File: config.mk
export PLATFORM = sky130hd
export DESIGN_NAME = led_sweep_ctrl
export DESIGN_NICKNAME = d
export VERILOG_FILES = /design/src/rtl/led_ctrl_pkg.sv /design/src/rtl/led_prescaler.sv /design/src/rtl/led_sweep_ctrl.sv
export SDC_FILE = /design/constraint.sdc
export NUM_CORES = 1
export LEC_CHECK = 0
export ABC_AREA = 1
export CAP_MARGIN = 25
export CELL_PAD_IN_SITES_DETAIL_PLACEMENT = 2
export CELL_PAD_IN_SITES_GLOBAL_PLACEMENT = 2
export CORE_AREA = 2 2 178 128
export CTS_CLUSTER_SIZE = 25
export DETAILED_ROUTE_END_ITERATION = 7
export DIE_AREA = 0 0 180 130
export PLACE_DENSITY_LB_ADDON = 0.1
export SLEW_MARGIN = 20
export SYNTH_ARGS = -nofsm -noshare
export SYNTH_HDL_FRONTEND = slang
export SYNTH_SLANG_ARGS = --single-unit
File: constraint.sdc
create_clock -name clk -period 3.6 [get_ports clk]
set_input_delay 0.72 -clock clk [delete_from_list [all_inputs] [get_ports clk]]
set_output_delay 0.72 -clock clk [all_outputs]
set_load 0.1 [all_outputs]
File: src/rtl/led_ctrl_pkg.sv
// Shared mode codes, FSM encoding and defaults for the LED sweep sequencer.
// Imported by led_sweep_ctrl and led_prescaler.
package led_ctrl_pkg;

  typedef enum logic [1:0] {
    MODE_SCAN  = 2'd0,
    MODE_BLINK = 2'd1,
    MODE_FILL  = 2'd2,
    MODE_OFF   = 2'd3
  } mode_e;

  typedef enum logic [1:0] {
    ST_IDLE  = 2'd0,
    ST_RUN   = 2'd1,
    ST_DWELL = 2'd2
  } state_e;

  localparam int unsigned DIV_W_DEFAULT    = 27;
  localparam int unsigned DIV_RESET_PERIOD = 12_500_000;
  localparam logic [1:0]  WIDTH_RESET      = 2'd2;

  // cfg_width encodes bar length minus one
  function automatic logic [2:0] bar_len(input logic [1:0] w);
    return {1'b0, w} + 3'd1;
  endfunction

endpackage

File: src/rtl/led_prescaler.sv
// Step timebase: cnt runs 0..div and wraps, tick marks the div cycle.
// Held at zero while stopped and cleared whenever a new config lands.
module led_prescaler
  import led_ctrl_pkg::*;
#(
  parameter int unsigned DIV_W = DIV_W_DEFAULT
) (
  input  logic             clk,
  input  logic             aresetn,
  input  logic             run,
  input  logic             clear,
  input  logic [DIV_W-1:0] div,
  output logic             tick
);

  logic [DIV_W-1:0] cnt_reg;

  always_ff @(posedge clk or negedge aresetn) begin
    if (!aresetn) begin
      cnt_reg <= '0;
    end else if (clear || !run || (cnt_reg == div)) begin
      cnt_reg <= '0;
    end else begin
      cnt_reg <= cnt_reg + DIV_W'(1);
    end
  end

  assign tick = run && (cnt_reg == div);

endmodule

File: src/rtl/led_sweep_ctrl.sv
// LED bank sequencer: scanning bar with end dwell, blink, and bar-fill modes.
// New config waits in a pending slot and is applied only at sweep boundaries.
module led_sweep_ctrl
  import led_ctrl_pkg::*;
#(
  parameter int unsigned NLED        = 8,
  parameter int unsigned DIV_W       = 27,
  parameter int unsigned DIV_DEFAULT = DIV_RESET_PERIOD,
  parameter int unsigned DWELL       = 2
) (
  input  logic             clk,
  input  logic             aresetn,
  input  logic             enable,
  input  logic             cfg_valid,
  output logic             cfg_ready,
  input  logic [1:0]       cfg_mode,
  input  logic [DIV_W-1:0] cfg_div,
  input  logic [1:0]       cfg_width,
  output logic [NLED-1:0]  led_out,
  output logic             step_tick,
  output logic             busy
);

  localparam int unsigned POS_W = $clog2(NLED);
  localparam int unsigned N_W   = $clog2(NLED + 1);
  localparam int unsigned DW_W  = (DWELL > 1) ? $clog2(DWELL) : 1;
  localparam logic [DW_W-1:0] DWELL_LAST = (DWELL > 0) ? DW_W'(DWELL - 1) : '0;

  state_e           state_reg, state_next;
  mode_e            mode_reg, pend_mode_reg, mode_eff;
  logic [DIV_W-1:0] div_reg, pend_div_reg;
  logic [1:0]       width_reg, pend_width_reg, width_eff;
  logic             pend_reg;
  logic [POS_W-1:0] pos_reg, pos_next;
  logic             dir_reg, dir_next;        // 0 = up, 1 = down
  logic [DW_W-1:0]  dwell_reg, dwell_next;
  logic             phase_reg, phase_next;
  logic [N_W-1:0]   fill_reg, fill_next;
  logic [NLED-1:0]  led_reg, led_next, scan_pat, fill_pat;
  logic             step_tick_reg;
  logic             tick, apply, take, reach_end;
  logic [POS_W:0]   pos_max;

  led_prescaler #(.DIV_W(DIV_W)) u_prescaler (
    .clk     (clk),
    .aresetn (aresetn),
    .run     (state_reg != ST_IDLE),
    .clear   (apply),
    .div     (div_reg),
    .tick    (tick)
  );

  assign take    = cfg_valid && !pend_reg;
  assign pos_max = (POS_W+1)'(NLED) - (POS_W+1)'(bar_len(width_reg));

  always_ff @(posedge clk or negedge aresetn) begin
    if (!aresetn) state_reg <= ST_IDLE;
    else          state_reg <= state_next;
  end

  always_comb begin
    state_next = state_reg;
    pos_next   = pos_reg;
    dir_next   = dir_reg;
    dwell_next = dwell_reg;
    phase_next = phase_reg;
    fill_next  = fill_reg;
    apply      = 1'b0;
    reach_end  = 1'b0;
    case (state_reg)
      ST_IDLE: begin
        apply = pend_reg;
        if (enable) begin
          state_next = ST_RUN;
          pos_next   = '0;
          dir_next   = 1'b0;
          phase_next = 1'b0;
          fill_next  = '0;
        end
      end
      ST_RUN: begin
        if (!enable) begin
          state_next = ST_IDLE;
          apply      = pend_reg;
        end else if (tick) begin
          case (mode_reg)
            MODE_SCAN: begin
              if (!dir_reg) begin
                if ({1'b0, pos_reg} < pos_max) pos_next = pos_reg + POS_W'(1);
                reach_end = ({1'b0, pos_reg} + (POS_W+1)'(1) >= pos_max);
              end else begin
                if (pos_reg != '0) pos_next = pos_reg - POS_W'(1);
                reach_end = (pos_reg <= POS_W'(1));
              end
              // the bottom of a downward sweep is the only clean SCAN boundary
              if (reach_end && dir_reg && pend_reg) begin
                apply = 1'b1;
              end else if (reach_end) begin
                if (DWELL == 0) begin
                  dir_next = ~dir_reg;
                end else begin
                  state_next = ST_DWELL;
                  dwell_next = '0;
                end
              end
            end
            MODE_BLINK: begin
              apply      = pend_reg;
              phase_next = ~phase_reg;
            end
            MODE_FILL: begin
              apply     = pend_reg;
              fill_next = (fill_reg == N_W'(NLED)) ? '0 : fill_reg + N_W'(1);
            end
            default: apply = pend_reg;
          endcase
        end
      end
      ST_DWELL: begin
        if (!enable) begin
          state_next = ST_IDLE;
          apply      = pend_reg;
        end else if (tick) begin
          if (dwell_reg == DWELL_LAST) begin
            state_next = ST_RUN;
            dir_next   = ~dir_reg;
          end else begin
            dwell_next = dwell_reg + DW_W'(1);
          end
        end
      end
      default: state_next = ST_IDLE;
    endcase
    if (apply) begin
      pos_next   = '0;
      dir_next   = 1'b0;
      dwell_next = '0;
      phase_next = 1'b0;
      fill_next  = '0;
    end
  end

  assign width_eff = apply ? pend_width_reg : width_reg;

  genvar gi;
  generate
    for (gi = 0; gi < NLED; gi++) begin : g_pat
      localparam logic [POS_W:0] IDX = (POS_W+1)'(gi);
      assign scan_pat[gi] = (IDX >= {1'b0, pos_next}) &&
                            (IDX < {1'b0, pos_next} + (POS_W+1)'(bar_len(width_eff)));
      assign fill_pat[gi] = (N_W'(gi) < fill_next);
    end
  endgenerate

  // LED drive is registered from next-state values so a tick shows one cycle later
  always_comb begin
    mode_eff = apply ? pend_mode_reg : mode_reg;
    led_next = '0;
    if (state_next != ST_IDLE) begin
      case (mode_eff)
        MODE_SCAN:  led_next = scan_pat;
        MODE_BLINK: led_next = phase_next ? '0 : '1;
        MODE_FILL:  led_next = fill_pat;
        default:    led_next = '0;
      endcase
    end
  end

  always_ff @(posedge clk or negedge aresetn) begin
    if (!aresetn) begin
      pos_reg        <= '0;
      dir_reg        <= 1'b0;
      dwell_reg      <= '0;
      phase_reg      <= 1'b0;
      fill_reg       <= '0;
      mode_reg       <= MODE_SCAN;
      div_reg        <= DIV_W'(DIV_DEFAULT);
      width_reg      <= WIDTH_RESET;
      pend_reg       <= 1'b0;
      pend_mode_reg  <= MODE_SCAN;
      pend_div_reg   <= '0;
      pend_width_reg <= '0;
      led_reg        <= '0;
      step_tick_reg  <= 1'b0;
    end else begin
      pos_reg       <= pos_next;
      dir_reg       <= dir_next;
      dwell_reg     <= dwell_next;
      phase_reg     <= phase_next;
      fill_reg      <= fill_next;
      led_reg       <= led_next;
      step_tick_reg <= tick;
      if (apply) begin
        mode_reg  <= pend_mode_reg;
        div_reg   <= pend_div_reg;
        width_reg <= pend_width_reg;
      end
      if (take) begin
        pend_reg       <= 1'b1;
        pend_mode_reg  <= mode_e'(cfg_mode);
        pend_div_reg   <= cfg_div;
        pend_width_reg <= cfg_width;
      end else if (apply) begin
        pend_reg <= 1'b0;
      end
    end
  end

  assign cfg_ready = ~pend_reg;
  assign led_out   = led_reg;
  assign step_tick = step_tick_reg;
  assign busy      = (state_reg != ST_IDLE);

endmodule
==> metrics, run 1 <==
number of routed nets with antenna violations 0; top-area cell type share of the netlist area 41.0%; Area growth syn-to-layout 19.8%; Seq pwr share 37.7%; final core utilization 32.7%; Critical Path Source Type flip-flop; Period Utilization, post-route 91.9%; Reg clk slew, reported paths 0.08 ns; met3 routed WL 562 µm; worst-margin pin slew 0.973 ns; # rows 46; share of layout cells above drive strength 1 17.6%; WP data arrival 3.59 ns; GR Util All Layers 16.4%; Avg Inst Size Synth 8.45 µm²; clock root buffer clkbuf_16; Vias/cell 4.62; Seq/Total Area, Yosys 46.7%; Setup Crit Path Kind reg -> reg; LEAKAGE 0.00325 µW; Netlist cell types 47; vias in the first global route 5292; largest cells by area after synthesis dfrtp_1, nand2_1, dfstp_2, mux2_2, inv_1; Reg2Reg Depth 17; core area 21900 µm²; initial core utilization 27.3%; Worst-Skew Late Latency 0.36 ns; Die Y-Extent 130 µm; initial antenna violation count 0; P_sw 2170 µW; Clock Sinks 111; CP endpoint kind flip-flop; final number of setup-violating endpoints 0; CP max-delay cell fa_2; largest net degree at the start of global routing 67; synthesized cell area 5980 µm²; metal2 WL 7400 µm; met1 wire length 9820 µm; MaxCap Viol Count 0; Ant. Diodes 0; synthesized instance count 708; GR Overflow Total 0; Avg WL per Cell 17.0 µm; most common cell after layout, fill and taps aside nand2_1; max_slew headroom 34.9%; #FFs+latches synth 111; Max Freq 302 MHz; Net Count, Synth 757; die area 23400 µm²; drt pass-1 iters 4; Setup TNS 0 ns; Placer Congestion 0.814; first-pass GRT wire length 29700 µm; Post-route DRC 0; Setup Skew 0.0114 ns; # IOs 46; CP required 3.88 ns; # nets final 812; Comb power frac 40.6%; power density over the cells 732 nW/µm²; biggest area consumer among synthesized cells dfrtp_1; CP Max Fanout 9; cell breakdown of the critical path inv_2 > ha_1 > o21bai_1 > nand4_1 > o21ai_0 > nand4_1 > nand2_1 > nand2_2 > nand2_4 > inv_2 > or2_1 > o21ai_0 > ha_1 > fa_2 > o21ai_0 > nand4_1 > a21oi_1; Internal Power 3080 µW; max incr delay on CP 0.50 ns; CTS tree yes; CTS buffer count 9; Net Sw Frac 41.3%; max layer used met4; WHS 0.374 ns; initial DRC count 172; Min-Delay Path Class in -> async; H-tree Lvls 3; Finished Cell Area 7160 µm²; Final Hold Fails 0; placed cell area 6810 µm²; status complete, no violations; via count 4874; I/O Buffers 45; Die W 180 µm; maximum VDD drop 0.000255 V; Slew Viols, Final 0; fin crit period 3.31 ns; dpl hpwl 13600 µm; Max Buffers Root-to-Sink 2; clock share of power 21.7%; synth warn 0; detailed-route wire length 18000 µm; most frequent cells in the layout nand2_1, dfrtp_1, inv_1
-- final timing paths --
check,startpoint,to,slack [ns]
max reg2reg,pos_reg[1],led_out[6],0.29
min reg2reg,pend_div_reg[16],div_reg[16],0.48
max in group asynchronous,aresetn,div_reg[20],2.38
min,aresetn,pend_div_reg[6],0.37
min in group clk,pend_div_reg[16],div_reg[16],0.48
max,pos_reg[1],led_out[6],0.29
-- critical path: cells and delay by family, from the launching register on --
| kind | cells | cell delay [ns] |
|---|---|---|
| buf+inv | 2 | 0.19 |
| flops | 1 | 0.48 |
| compound gates | 5 | 0.72 |
| fa+ha+maj | 3 | 0.90 |
| simple gates | 7 | 0.93 |
-- cell families (layout without fill, tap and decap cells) --
| family | count (synthesis) | in the layout | synth area share, % |
|---|---|---|---|
| simple gates | 355 | 355 | 27.4 |
| flops | 111 | 111 | 46.7 |
| buf+inv | 101 | 161 | 6.82 |
| compound gates | 71 | 71 | 6.44 |
| mux | 29 | 29 | 5.46 |
| xor+xnor | 27 | 27 | 4.08 |
| fa+ha+maj | 14 | 14 | 3.05 |
-- layer usage --
layer | vias up | GRT usage, %
met3 | 14 | 3.29
met1 | 2452 | 24.8
met2 | 44 | 23.9
met4 | 0 | 3.73
li1 | 2364 | -
met5 | - | 0
-- synthesized netlist by cell type, drive strengths merged --
| cell type | instances |
|---|---|
| a31oi | 1 |
| nand3 | 38 |
| mux2 | 29 |
| o2111ai | 1 |
| nand2 | 203 |
| clkinv | 1 |
| o221ai | 1 |
| nor2 | 77 |
| nor3 | 16 |
| buf | 9 |
| a211oi | 1 |
| o21bai | 1 |
| xnor2 | 18 |
| or2 | 1 |
| dfstp | 13 |
| nand4 | 11 |
| o31ai | 1 |
| nor3b | 3 |
| inv | 85 |
| dfrtp | 98 |
| ha | 13 |
| nor4 | 4 |
| o21ai | 35 |
| o211ai | 2 |
| xor2 | 9 |
| a21boi | 1 |
| a21oi | 25 |
| clkbuf | 6 |
| and3 | 1 |
| nand3b | 1 |
| o22ai | 2 |
| fa | 1 |
-- timing repair --
item,4_1_cts,5_1_grt
setup buffers,0,1
gates resized for setup,0,7
endpoints found under the hold margin,0,0
hold buffers,0,0
endpoints found under the setup margin,0,7
-- metrics by stage --
step / setup WS (ns) / std cells / total power (µW)
5_1_grt: -0.00746 / 1056 / 5710
2_1_floorplan: 0.331 / 708 / 3450
3_5_place_dp: -0.0736 / 1039 / 4170
4_1_cts: 0.109 / 1055 / 5350
3_3_place_gp: 0.138 / 1039 / 4060
6_report: 0.290 / 1056 / 5250
-- layout make-up --
type / instances / area [µm²]
Fill cell: 2505 / 14800
Clock inverter: 4 / 77.6
Multi-Input combinational cell: 496 / 2800
Timing Repair Buffer: 59 / 561
Clock buffer: 12 / 246
Tap cell: 288 / 360
Inverter: 86 / 323
Sequential cell: 111 / 2800
-- power by group through the flow --
stage | logic, µW | clock network, µW | registers [µW]
3_3_place_gp | 2070 | 0 | 1990
2_1_floorplan | 1330 | 0 | 2120
4_1_cts | 2170 | 1190 | 1990
6_report | 2130 | 1140 | 1980
5_1_grt | 2420 | 1230 | 2050
3_5_place_dp | 2160 | 0 | 2010
Power figures use the tool's default switching activity.
==> run 2: changes to the inputs <==
Settings changed: ABC_AREA 1 to unset, CORE_AREA 2 2 178 128 to 2 2 174 125, DIE_AREA 0 0 180 130 to 0 0 176 127, GPL_ROUTABILITY_DRIVEN set to 0, PLACE_DENSITY set to 0.59, PLACE_DENSITY_LB_ADDON 0.1 to unset.
==> run 2 against run 1 <==
Effect of this change:
- critical path depth shrank 2
- first-iteration DRC count grew 28%
- critical path type unchanged
- clock power shrank 9%
- die area shrank 4.5%
- utilization grew 1.7 points
- worst hold slack lost 0.037 ns
- synthesized cell count shrank 16%
- largest cell class unchanged
- wire length shrank 7.5%
- non-clock buffer count grew 23
==> metrics, run 2 <==
Post-synth ARST share 100%; Finished Cell Area 7070 µm²; Comb power frac 40.0%; power density over the cells 716 nW/µm²; Netlist cell types 54; WHS 0.337 ns; Post-synth EDFFs 0; fin cells 947; synthesized instance count 593; #FFs+latches synth 111; max_slew headroom 33.8%; Avg Inst Size Synth 9.58 µm²; initial DRC count 221; Avg WL per Cell 17.5 µm; dpl hpwl 12500 µm; status complete, no violations; CP max-delay cell fa_2; Critical Path Start u_prescaler.cnt_reg[4]; RR Startpoint u_prescaler.cnt_reg[4]; Internal Power 3010 µW; maximum VDD drop 0.000445 V; CP endpoint kind flip-flop; largest net degree at the start of global routing 72; Main synth FF type dfrtp_1; Period Utilization, post-route 94.7%; drt pass-1 iters 4; final number of setup-violating endpoints 0; initial core utilization 27.7%; vias in the first global route 4816; WP buf/inv 0; Setup Crit Path Kind reg -> reg; synthesized cell area 5680 µm²; cts hold-fix bufs 0; Reg clk slew, reported paths 0.08 ns; Post-route DRC 0; # IOs 46; Final Hold Fails 0; LEAKAGE 0.00308 µW; GR Overflow Total 0; clock root buffer clkbuf_16; Seq pwr share 39.5%; largest cells by area after synthesis dfrtp_1, nand2_1, mux2_2, dfstp_2, xnor2_1; Critical Path Source Type flip-flop; first-pass GRT wire length 27400 µm; I/O Buffers 45; Clock Sinks 111; Slew Viols, Final 0; Ant. Diodes 0; CP Max Fanout 6; Worst path top cell family by delay simple AND/OR/NAND/NOR gates; max incr delay on CP 0.50 ns; Min-Delay Path Class in -> async; Max Freq 293 MHz; via count 4482; Worst-Skew Late Latency 0.36 ns; Setup Skew 0.0119 ns; Max Buffers Root-to-Sink 2; top-area cell type share of the netlist area 43.2%; CTS buffer count 9; MaxCap Viol Count 0; Seq/Total Area, Yosys 49.2%; WP data arrival 3.70 ns; clock share of power 20.5%; synth warn 0; final core utilization 34.4%; die area 22400 µm²; Net Count, Synth 642; initial antenna violation count 0; biggest area consumer among synthesized cells dfrtp_1; worst-margin pin slew 0.990 ns; CP required 3.89 ns; placed cell area 6680 µm²; CTS tree yes; Placed Instances 930; fin crit period 3.41 ns; cell breakdown of the critical path xnor2_1 > nand3_1 > nor3_4 > and2_4 > o21a_1 > nor2_1 > a21oi_1 > ha_2 > fa_2 > nand2_1 > nand2_1 > nand2_1 > nand3_1 > o2bb2ai_1 > a32o_1; most common cell after layout, fill and taps aside nand2_1; P_sw 2050 µW; Synth top cells by count nand2_1, dfrtp_1, nor2_1, xnor2_1, mux2_2; GR Util All Layers 15.7%; # nets final 715; number of routed nets with antenna violations 0; most frequent cells in the layout nand2_1, dfrtp_1, nor2_1; H-tree Lvls 3; Area growth syn-to-layout 24.5%; # rows 44; Die W 176 µm; Power Total 5060 µW; Vias/cell 4.73; Net Sw Frac 40.5%; share of layout cells above drive strength 1 18.5%; detailed-route wire length 16600 µm; most frequent cell after synthesis nand2_1; most used cell, CP nand2_1; core area 20500 µm²; fill count 2231; Die Y-Extent 127 µm
[run 2: cells by family after synthesis]
kind of cell / after synthesis / share of synthesized area (%)
AND/OR/NAND/NOR: 268 / 21.1
flip-flops: 111 / 49.2
AO/OA/AOI/OAI: 72 / 8.64
XOR/XNOR: 52 / 8.02
buffers and inverters: 40 / 2.75
multiplexers: 36 / 7.09
adder cells (fa/ha/maj): 14 / 3.22
[run 2: worst register-to-register path, delay by kind of cell, from the launching register on]
family / cells / cell delay [ns]
XOR/XNOR: 1 / 0.30
adder cells (fa/ha/maj): 2 / 0.75
AND/OR/NAND/NOR: 8 / 1.11
flip-flops: 1 / 0.42
AO/OA/AOI/OAI: 4 / 0.77
[run 2: final timing paths]
check | endpoint | slack, ns | cells after the start
worst max-delay path | led_out[4] | 0.19 | 15
worst min register to register | div_reg[21] | 0.47 | 2
worst min-delay path | pend_width_reg[1] | 0.34 | 1
max in group asynchronous | div_reg[15] | 2.43 | 2
worst max register to register | led_out[4] | 0.19 | 15
min in group clk | div_reg[21] | 0.47 | 2
[run 2: metrics by stage]
stage	setup WS, ns	TNS, ns
6_report	0.192	0
5_1_grt	-0.0105	-0.0105
4_1_cts	0.0293	0
3_5_place_dp	-0.345	-1.50
3_3_place_gp	-0.189	-0.653
2_1_floorplan	0.0243	0
[run 2: repair_timing]
item	CTS	global route
setup buffers	0	1
setup endpoints to repair	2	5
pin swaps	0	5
gates resized for setup	3	14
[run 2: final cells by class]
cell class,instances,area (µm²),area share (%)
clock buffer,9,225,3.19
sequential,111,2800,39.6
multi-input combinational,442,2810,39.8
clock inverter,7,81.3,1.15
tap,276,345,4.89
inverter,20,75.1,1.06
timing repair buffer,82,733,10.4
[run 2: layer usage]
| layer | vias up | wire [µm] | global-route usage [%] |
|---|---|---|---|
| met2 | 58 | 6900 | 22.4 |
| met5 | - | 0 | 0 |
| met4 | 0 | 110 | 2.92 |
| met1 | 2271 | 9070 | 24.7 |
| li1 | 2145 | - | - |
| met3 | 8 | 534 | 2.95 |
[run 2: power by group through the flow]
stage,Clock [µW],Combinational (µW),Sequential [µW]
CTS,1090,2020,2010
finish,1040,2020,2000
global placement,0,1940,2020
detailed placement,0,2000,2030
global route,1140,2250,2070
floorplan,0,1120,2140
